===== config.mk =====
export PLATFORM = sky130hd
export DESIGN_NAME = joy_sega_poller_flat
export DESIGN_NICKNAME = d
export VERILOG_FILES = /design/src/rtl/joy_pkg.sv /design/src/rtl/joy_sega_poller_if.sv /design/src/rtl/joy_port_decode.sv /design/src/rtl/joy_sega_poller.sv /design/src/flat_wrapper.sv
export SDC_FILE = /design/constraint.sdc
export NUM_CORES = 1
export LEC_CHECK = 0
export BUFFER_PORTS_ARGS = -buffer_cell sky130_fd_sc_hd__buf_2
export CAP_MARGIN = 20
export CORE_ASPECT_RATIO = 1.5
export CORE_MARGIN = 3
export CORE_UTILIZATION = 50
export DETAILED_ROUTE_END_ITERATION = 10
export HOLD_SLACK_MARGIN = 0.1
export PLACE_DENSITY = 0.72
export SETUP_SLACK_MARGIN = 0.4
export SKIP_LAST_GASP = 1
export SLEW_MARGIN = 20
export SYNTH_ARGS = -nofsm -noshare
export SYNTH_HDL_FRONTEND = slang
export SYNTH_SLANG_ARGS = --single-unit

===== constraint.sdc =====
create_clock -name clk_sys -period 2 [get_ports clk_sys]
set_input_delay 0.4 -clock clk_sys [delete_from_list [all_inputs] [get_ports clk_sys]]
set_output_delay 0.4 -clock clk_sys [all_outputs]
set_load 0.03 [all_outputs]

===== src/rtl/joy_pkg.sv =====
// Shared types and index constants for the DB9 Sega/Atari joystick poller.
// Button word layout {M,X,Y,Z,S,A,C,B,R,L,D,U}; pin layout {p9,p6,right,left,down,up}.
package joy_pkg;

  typedef logic [11:0] joy_word_t;
  typedef logic [5:0]  joy_pins_t;
  typedef logic [2:0]  joy_phase_t;

  localparam int JB_U = 0;
  localparam int JB_D = 1;
  localparam int JB_L = 2;
  localparam int JB_R = 3;
  localparam int JB_B = 4;
  localparam int JB_C = 5;
  localparam int JB_A = 6;
  localparam int JB_S = 7;
  localparam int JB_Z = 8;
  localparam int JB_Y = 9;
  localparam int JB_X = 10;
  localparam int JB_M = 11;

  localparam int PIN_UP    = 0;
  localparam int PIN_DOWN  = 1;
  localparam int PIN_LEFT  = 2;
  localparam int PIN_RIGHT = 3;
  localparam int PIN_P6    = 4;
  localparam int PIN_P9    = 5;

  localparam joy_phase_t PH_SEL_LO0 = 3'd0;
  localparam joy_phase_t PH_SEL_HI0 = 3'd1;
  localparam joy_phase_t PH_RD_CB   = 3'd2;
  localparam joy_phase_t PH_RD_SA   = 3'd3;
  localparam joy_phase_t PH_SEL_LO2 = 3'd4;
  localparam joy_phase_t PH_RD_SIX  = 3'd5;
  localparam joy_phase_t PH_RD_XYZ  = 3'd6;
  localparam joy_phase_t PH_COMMIT  = 3'd7;

  // A 6-button pad pulls all four direction pins low on its third select-low.
  function automatic logic dirs_all_low(joy_pins_t p);
    return p[PIN_RIGHT:PIN_UP] == 4'b0000;
  endfunction

endpackage


===== src/rtl/joy_sega_poller_if.sv =====
// Pin and button-word bundle between the poller (master) and the DB9 ports / consumers (slave).
// Pure wiring; no latency, no backpressure.
interface joy_sega_poller_if;
  import joy_pkg::*;

  joy_pins_t joy1_i;
  joy_pins_t joy2_i;
  logic      joy_sel_o;
  joy_word_t joy1_o;
  joy_word_t joy2_o;
  logic      joy1_six_o;
  logic      joy2_six_o;
  logic      joy_valid_o;

  modport master (
    input  joy1_i, joy2_i,
    output joy_sel_o, joy1_o, joy2_o, joy1_six_o, joy2_six_o, joy_valid_o
  );

  modport slave (
    output joy1_i, joy2_i,
    input  joy_sel_o, joy1_o, joy2_o, joy1_six_o, joy2_six_o, joy_valid_o
  );

endinterface


===== src/rtl/joy_port_decode.sv =====
// Per-port shadow capture and pad classification; commits on the phase-7 tick.
// Output updates one cycle after the commit tick; no backpressure (fixed schedule).
module joy_port_decode
  import joy_pkg::*;
(
  input  logic       clk_sys,
  input  logic       reset,
  input  logic       tick,
  input  joy_phase_t phase,
  input  joy_pins_t  pins,
  output joy_word_t  word,
  output logic       six
);

  joy_word_t shadow;
  logic      six_cand;

  always_ff @(posedge clk_sys) begin
    if (reset) begin
      shadow   <= '0;
      six_cand <= 1'b0;
      word     <= '0;
      six      <= 1'b0;
    end else if (tick) begin
      case (phase)
        PH_RD_CB: begin
          shadow[JB_C:JB_U] <= ~pins;
          six_cand          <= 1'b0;
        end
        PH_RD_SA: begin
          // Left+right both low while select is low only happens on a Mega Drive pad.
          if (!pins[PIN_RIGHT] && !pins[PIN_LEFT])
            shadow[JB_S:JB_A] <= ~pins[PIN_P9:PIN_P6];
          else
            shadow[JB_S:JB_B] <= {2'b00, ~pins[PIN_P9], ~pins[PIN_P6]};
        end
        PH_RD_SIX: begin
          if (dirs_all_low(pins))
            six_cand <= 1'b1;
        end
        PH_RD_XYZ: begin
          shadow[JB_M:JB_Z] <= six_cand ? ~pins[PIN_RIGHT:PIN_UP] : 4'h0;
        end
        PH_COMMIT: begin
          word <= shadow;
          six  <= six_cand;
        end
        default: ;
      endcase
    end
  end

endmodule


===== src/rtl/joy_sega_poller.sv =====
// Fixed-rate Sega/Atari DB9 scanner for two ports sharing one select line; optional JOY_SYNC_EN adds a 2-flop pin synchronizer.
// Words commit atomically one cycle after the phase-7 tick (joy_valid_o); no backpressure.
module joy_sega_poller
  import joy_pkg::*;
#(
  parameter int TICK_DIV     = 384,
  parameter int PERIOD_TICKS = 128
) (
  input  logic              clk_sys,
  input  logic              reset,
  joy_sega_poller_if.master bus
);

  localparam int TW = $clog2(TICK_DIV);
  localparam int PW = $clog2(PERIOD_TICKS);

  logic [TW-1:0] tick_cnt;
  logic [PW-1:0] phase_cnt;
  logic          tick;
  logic          in_scan;
  logic          port_tick;
  joy_phase_t    phase;
  logic          sel;
  logic          valid;
  joy_pins_t     pins1;
  joy_pins_t     pins2;
  joy_word_t     word1;
  joy_word_t     word2;
  logic          six1;
  logic          six2;

  assign tick      = (tick_cnt == TW'(TICK_DIV - 1));
  assign in_scan   = (phase_cnt < PW'(8));
  assign phase     = phase_cnt[2:0];
  assign port_tick = tick && in_scan;

  always_ff @(posedge clk_sys) begin
    if (reset) begin
      tick_cnt <= '0;
    end else if (tick) begin
      tick_cnt <= '0;
    end else begin
      tick_cnt <= tick_cnt + TW'(1);
    end
  end

  always_ff @(posedge clk_sys) begin
    if (reset) begin
      phase_cnt <= '0;
    end else if (tick) begin
      if (phase_cnt == PW'(PERIOD_TICKS - 1))
        phase_cnt <= '0;
      else
        phase_cnt <= phase_cnt + PW'(1);
    end
  end

  // Even scan phases drive select low, odd ones high; the idle tail holds it high.
  always_ff @(posedge clk_sys) begin
    if (reset) begin
      sel <= 1'b1;
    end else if (tick) begin
      sel <= in_scan ? phase[0] : 1'b1;
    end
  end

  always_ff @(posedge clk_sys) begin
    if (reset) begin
      valid <= 1'b0;
    end else begin
      valid <= port_tick && (phase == PH_COMMIT);
    end
  end

`ifdef JOY_SYNC_EN
  joy_pins_t sync1_q1;
  joy_pins_t sync1_q2;
  joy_pins_t sync2_q1;
  joy_pins_t sync2_q2;

  always_ff @(posedge clk_sys) begin
    if (reset) begin
      sync1_q1 <= '1;
      sync1_q2 <= '1;
      sync2_q1 <= '1;
      sync2_q2 <= '1;
    end else begin
      sync1_q1 <= bus.joy1_i;
      sync1_q2 <= sync1_q1;
      sync2_q1 <= bus.joy2_i;
      sync2_q2 <= sync2_q1;
    end
  end

  assign pins1 = sync1_q2;
  assign pins2 = sync2_q2;
`else
  assign pins1 = bus.joy1_i;
  assign pins2 = bus.joy2_i;
`endif

  joy_port_decode u_port1 (
    .clk_sys (clk_sys),
    .reset   (reset),
    .tick    (port_tick),
    .phase   (phase),
    .pins    (pins1),
    .word    (word1),
    .six     (six1)
  );

  joy_port_decode u_port2 (
    .clk_sys (clk_sys),
    .reset   (reset),
    .tick    (port_tick),
    .phase   (phase),
    .pins    (pins2),
    .word    (word2),
    .six     (six2)
  );

  assign bus.joy_sel_o   = sel;
  assign bus.joy_valid_o = valid;
  assign bus.joy1_o      = word1;
  assign bus.joy2_o      = word2;
  assign bus.joy1_six_o  = six1;
  assign bus.joy2_six_o  = six2;

endmodule

===== src/flat_wrapper.sv =====
// flat-port wrapper written by rule: the top's interface ports become plain ports
module joy_sega_poller_flat import joy_pkg::*;
#(
  parameter int TICK_DIV     = 384,
  parameter int PERIOD_TICKS = 128
)
  (clk_sys, reset, bus_joy1_i, bus_joy2_i, bus_joy_sel_o, bus_joy1_o, bus_joy2_o, bus_joy1_six_o, bus_joy2_six_o, bus_joy_valid_o);
  joy_sega_poller_if bus_i ();
  input  logic clk_sys;
  input  logic reset;
  input wire logic [$bits(bus_i.joy1_i)-1:0] bus_joy1_i;
  input wire logic [$bits(bus_i.joy2_i)-1:0] bus_joy2_i;
  output wire logic [$bits(bus_i.joy_sel_o)-1:0] bus_joy_sel_o;
  output wire logic [$bits(bus_i.joy1_o)-1:0] bus_joy1_o;
  output wire logic [$bits(bus_i.joy2_o)-1:0] bus_joy2_o;
  output wire logic [$bits(bus_i.joy1_six_o)-1:0] bus_joy1_six_o;
  output wire logic [$bits(bus_i.joy2_six_o)-1:0] bus_joy2_six_o;
  output wire logic [$bits(bus_i.joy_valid_o)-1:0] bus_joy_valid_o;
  assign bus_i.joy1_i = bus_joy1_i;
  assign bus_i.joy2_i = bus_joy2_i;
  assign bus_joy_sel_o = bus_i.joy_sel_o;
  assign bus_joy1_o = bus_i.joy1_o;
  assign bus_joy2_o = bus_i.joy2_o;
  assign bus_joy1_six_o = bus_i.joy1_six_o;
  assign bus_joy2_six_o = bus_i.joy2_six_o;
  assign bus_joy_valid_o = bus_i.joy_valid_o;
  joy_sega_poller #(.TICK_DIV(TICK_DIV), .PERIOD_TICKS(PERIOD_TICKS)) u_core (.clk_sys(clk_sys), .reset(reset), .bus(bus_i));
endmodule

==> reports/qor_table.md <==
| Step | Quantity | This run |
|---|---|---|
| power | Relative contribution of combinational cells to total power | 0.049 |
| setup path | Startpoint kind of the worst setup timing path | register |
| die | Effective utilization at floorplan | 0.517 |
| die | Site row count | 33 |
| clocking | Post-CTS Hold Fix Bufs | 0 |
| logic synthesis | Syn Nets | 346 |
| logic synthesis | Number of instances in the synthesized netlist | 326 |
| sta | RSZ-0062 raised after global routing | true |
| die | Placeable Area | 0.00549 sq mm |
| worst hold path | Type of the most critical hold path | in -> reg |
| logic synthesis | Synth top cells by count | dfxtp_1, nand2_1, a21oi_1, nor2_1, clkbuf_1 |
| placement | Post-DP HPWL | 4470 um |
| placement | Cell area after placement | 0.00325 sq mm |
| logic synthesis | Average instance area after synthesis | 8.71 sq um |
| placement | Pre-CTS WS | 0.0112 ns |
| logic synthesis | Count of flip-flops with a built-in enable after synthesis | 0 |
| detailed routing | Residual DRC | 0 |
| power | Part of the power in registers | 0.544 |
| setup path | CP Class | reg -> reg |
| sta | Max transition margin | 0.756 |
| logic synthesis | Biggest area consumer among synthesized cells | dfxtp_1 |
| setup path | Required time of the worst setup path | 2.23 ns |
| setup path | Signal arrival time at the worst endpoint | 2.04 ns |
| clocking | Max Buffers Root-to-Sink | 2 |
| die | Die Area | 0.00664 sq mm |
| setup path | Sort of element at the end of the critical path | register |
| clocking | CTS tree | yes |
| sta | Post-route worst setup slack | 0.193 ns |
| global route | GR Overflow Total | 0 |
| setup path | Slowest cell delay on critical path | 0.50 ns |
| setup path | Largest driver fanout on the critical path | 3 |
| layout | Synth-to-layout area growth | 36.8% |
| power | Cell-internal power | 1.97 mW |
| clocking | Clock buffers created by TritonCTS | 9 |
| clocking | Clock-pin slew on the worst setup and hold paths | 0.08 ns |
| clocking | Skew-Pair Late Insertion Delay | 0.35 ns |
| detailed routing | Drt via density | 5.53 |
| clocking | Clk sinks | 70 |
| die | Width of the die | 67.5 um |
| worst hold path | Hold path cells | 2 |
| sta | Final cycle utilization of the critical path | 0.903 |
| detailed routing | Drt total wl | 7410 um |
| logic synthesis | Async set-reset flop share out of synthesis | 0 |
| power | PwrDens | 667 mW/mm^2 |
| logic synthesis | Primary flip-flop cell chosen by synthesis mapping | dfxtp_1 |
| sta | Fin. Hold Viols | 0 |
| power | Worst IR drop on VDD | 0.386 mV |
| sta | Final number of max-transition violations | 0 |
| detailed routing | Remaining antenna violation count | 0 |
| logic synthesis | Top cells by area, synth | dfxtp_1, nand2_1, a21oi_1 |
| sta | Setup violation total in the final timing report | 0 |
| layout | Ratio of cells with drive above 1 in the final layout | 0.394 |
| placement | Port Buffers | 41 |
| logic synthesis | Yosys warnings | 0 |
| logic synthesis | Most frequent cell after synthesis | dfxtp_1 |
| sta | Final sum of negative setup slack | 0 ns |
| global route | Overall track demand over capacity in global routing | 0.218 |
| detailed routing | Vias post-DR | 2630 |
| detailed routing | Detailed-route wire length per cell | 15.6 um |
| setup path | Reg-to-reg setup timing slack | 0.19 ns |
| logic synthesis | Number of synthesized register bits | 70 |
| setup path | Reg-to-reg startpoint | u_core.phase_cnt[1]$_SDFFE_PP0P_ |
| sta | Worst-case clock skew | 0.0123 ns |
| power | Sw frac | 0.241 |
| setup path | Endpoint of the most critical register-to-register path | u_core.u_port2.six_cand$_SDFFE_PP0P_ |
| die | I/O pin total | 42 |
| worst hold path | Hold wc startpoint | bus_joy2_i[4] |
| run status | Outcome | finished clean |
| sta | Actual slew at the worst max-slew pin | 0.366 ns |
| sta | Highest achievable clock rate | 553 MHz |
| job | Total of max-cap violations | 0 |
| global route | Largest net degree at the start of global routing | 33 |
| setup path | Count of buffer and inverter cells on the critical path | 1 |
| placement | RD Place Congestion | 0.861 |
| power | Sw Pwr | 0.625 mW |
| power | Leakage component of the power | 1.43 nW |
| setup path | Cell family with the largest share of critical-path delay | simple AND/OR/NAND/NOR gates |
| layout | Final-layout fill cell count | 401 |
| setup path | Slowest cell on the critical path | or4b_4 |
| detailed routing | Number of DRC violations after detailed-routing iteration 0 | 209 |
| global route | Via count of the first global-routing pass | 2412 |
| sta | Hold slack | 0.264 ns |
| clocking | Number of H-tree levels | 3 |
| logic synthesis | Synth cell types | 39 |
| setup path | R2R depth | 6 |
| die | Overall die height | 98.3 um |
| layout | Final antenna diode count | 0 |
| logic synthesis | Share of synthesized area occupied by flip-flops and latches | 0.494 |
| worst hold path | Capture endpoint of the worst hold path | u_core.u_port2.shadow[4]$_SDFFE_PP0P_ |
| layout | Area of all placed cells without fillers | 0.00388 sq mm |
| detailed routing | First-pass DRT Iterations | 5 |
| power | Clock network fraction of total power | 0.408 |
| sta | Clock period minus final worst setup slack | 1.81 ns |
| setup path | Cell Chain, Critical Path | inv_2, ha_4, nand2_2, or4b_4, a211oi_4, mux2_4 |
| layout | Final nets | 421 |
| global route | Antenna violations before repair | 0 |
| logic synthesis | Mapped Area | 0.00284 sq mm |
| global route | First-pass GRT wire length | 11100 um |
| clocking | Clock Tree Root | clkbuf_8 |
| logic synthesis | Area share of the largest cell type after synthesis | 0.494 |
==> metal layers <==
layer,vias to the layer above,track usage,wire length (um)
li1,1281,-,-
met1,1259,0.249,2850
met2,75,0.376,4030
met3,15,0.0460,344
met4,0,0.0953,184
met5,-,0,0
==> kinds of logic after synthesis <==
kind of cell,count (synthesis),synth area share
mux,2,0.00749
buf+inv,23,0.0361
xor+xnor,8,0.0247
flops,70,0.494
simple gates,153,0.274
fa+ha+maj,6,0.0264
compound gates,64,0.138
==> cells in the final DEF (no fill, tap or decap), types with 10 or more instances in the layout <==
cell type and n:
buf_4 28, nor2_1 16, buf_6 13, dfxtp_1 61
nand2_1 67, a21oi_2 10, clkbuf_8 11, buf_2 41
a21oi_1 37, nor3_1 10
==> per-stage QoR <==
step | power [mW] | util | instances
5_1_grt | 2.67 | 0.707 | 476
4_1_cts | 2.58 | 0.662 | 469
2_1_floorplan | 1.51 | - | 326
6_report | 2.59 | 0.707 | 476
3_5_place_dp | 1.55 | 0.592 | 441
3_3_place_gp | 1.55 | 0.592 | 441
==> how the worst max path moves through the flow <==
stage,from,end,slack (ns),depth (start not counted)
4_1_cts,u_core.phase_cnt[1]$_SDFFE_PP0P_,u_core.u_port2.six_cand$_SDFFE_PP0P_,0.24,6
3_3_place_gp,u_core.phase_cnt[6]$_SDFFE_PP0P_,u_core.u_port2.shadow[2]$_SDFFE_PP0P_,0.14,6
2_1_floorplan,u_core.phase_cnt[6]$_SDFFE_PP0P_,u_core.u_port2.shadow[3]$_SDFFE_PP0P_,0.17,6
5_1_grt,u_core.phase_cnt[5]$_SDFFE_PP0P_,u_core.u_port1.shadow[3]$_SDFFE_PP0P_,0.15,6
3_5_place_dp,u_core.phase_cnt[6]$_SDFFE_PP0P_,u_core.u_port2.shadow[0]$_SDFFE_PP0P_,0.01,6
6_report,u_core.phase_cnt[1]$_SDFFE_PP0P_,u_core.u_port2.six_cand$_SDFFE_PP0P_,0.19,6
==> final cells by class <==
type	instances	area, sq um	area share
well taps	70	87.6	0.0226
clock inverters	5	33.8	0.00870
clock buffers	11	151	0.0390
multi-input cells	233	1610	0.414
repair buffers	82	562	0.145
inverters	5	18.8	0.00483
flip-flops and latches	70	1420	0.366
==> repair_timing <==
action | 4_1_cts | 5_1_grt
resized for setup | 27 | 46
buffers inserted | 11 | 6
pin swaps | 16 | 13
gates cloned | 1 | 1
setup endpoints to repair | 37 | 63
==> worst reg2reg max path, stage by stage, from the launching register on <==
cell and delay, ns:
dfxtp_4 0.37, inv_2 0.07, ha_4 0.13, nand2_2 0.06, or4b_4 0.50, a211oi_4 0.25
mux2_4 0.33
==> state kept, by name (all words and copies together), names as in the netlist <==
| name | count |
|---|---|
| u_core.u_port1.six | 1 |
| u_core.u_port1.shadow | 12 |
| u_core.u_port2.shadow | 12 |
| u_core.u_port2.six | 1 |
| u_core.u_port2.six_cand | 1 |
| u_core.u_port2.word | 12 |
| u_core.u_port1.six_cand | 1 |
| u_core.tick_cnt | 9 |
| u_core.bus.joy_sel_o | 1 |
| u_core.phase_cnt | 7 |
| u_core.bus.joy_valid_o | 1 |
| u_core.u_port1.word | 12 |
==> power groups by stage <==
stage / registers [mW] / logic [mW] / clock network [mW]
after floorplan: 1.44 / 0.0613 / 0
after global placement: 1.44 / 0.102 / 0
after detailed placement: 1.44 / 0.104 / 0
after CTS: 1.41 / 0.110 / 1.06
after global routing: 1.41 / 0.137 / 1.12
final: 1.41 / 0.126 / 1.06
Note: power is estimated with default switching activity, not from simulation.
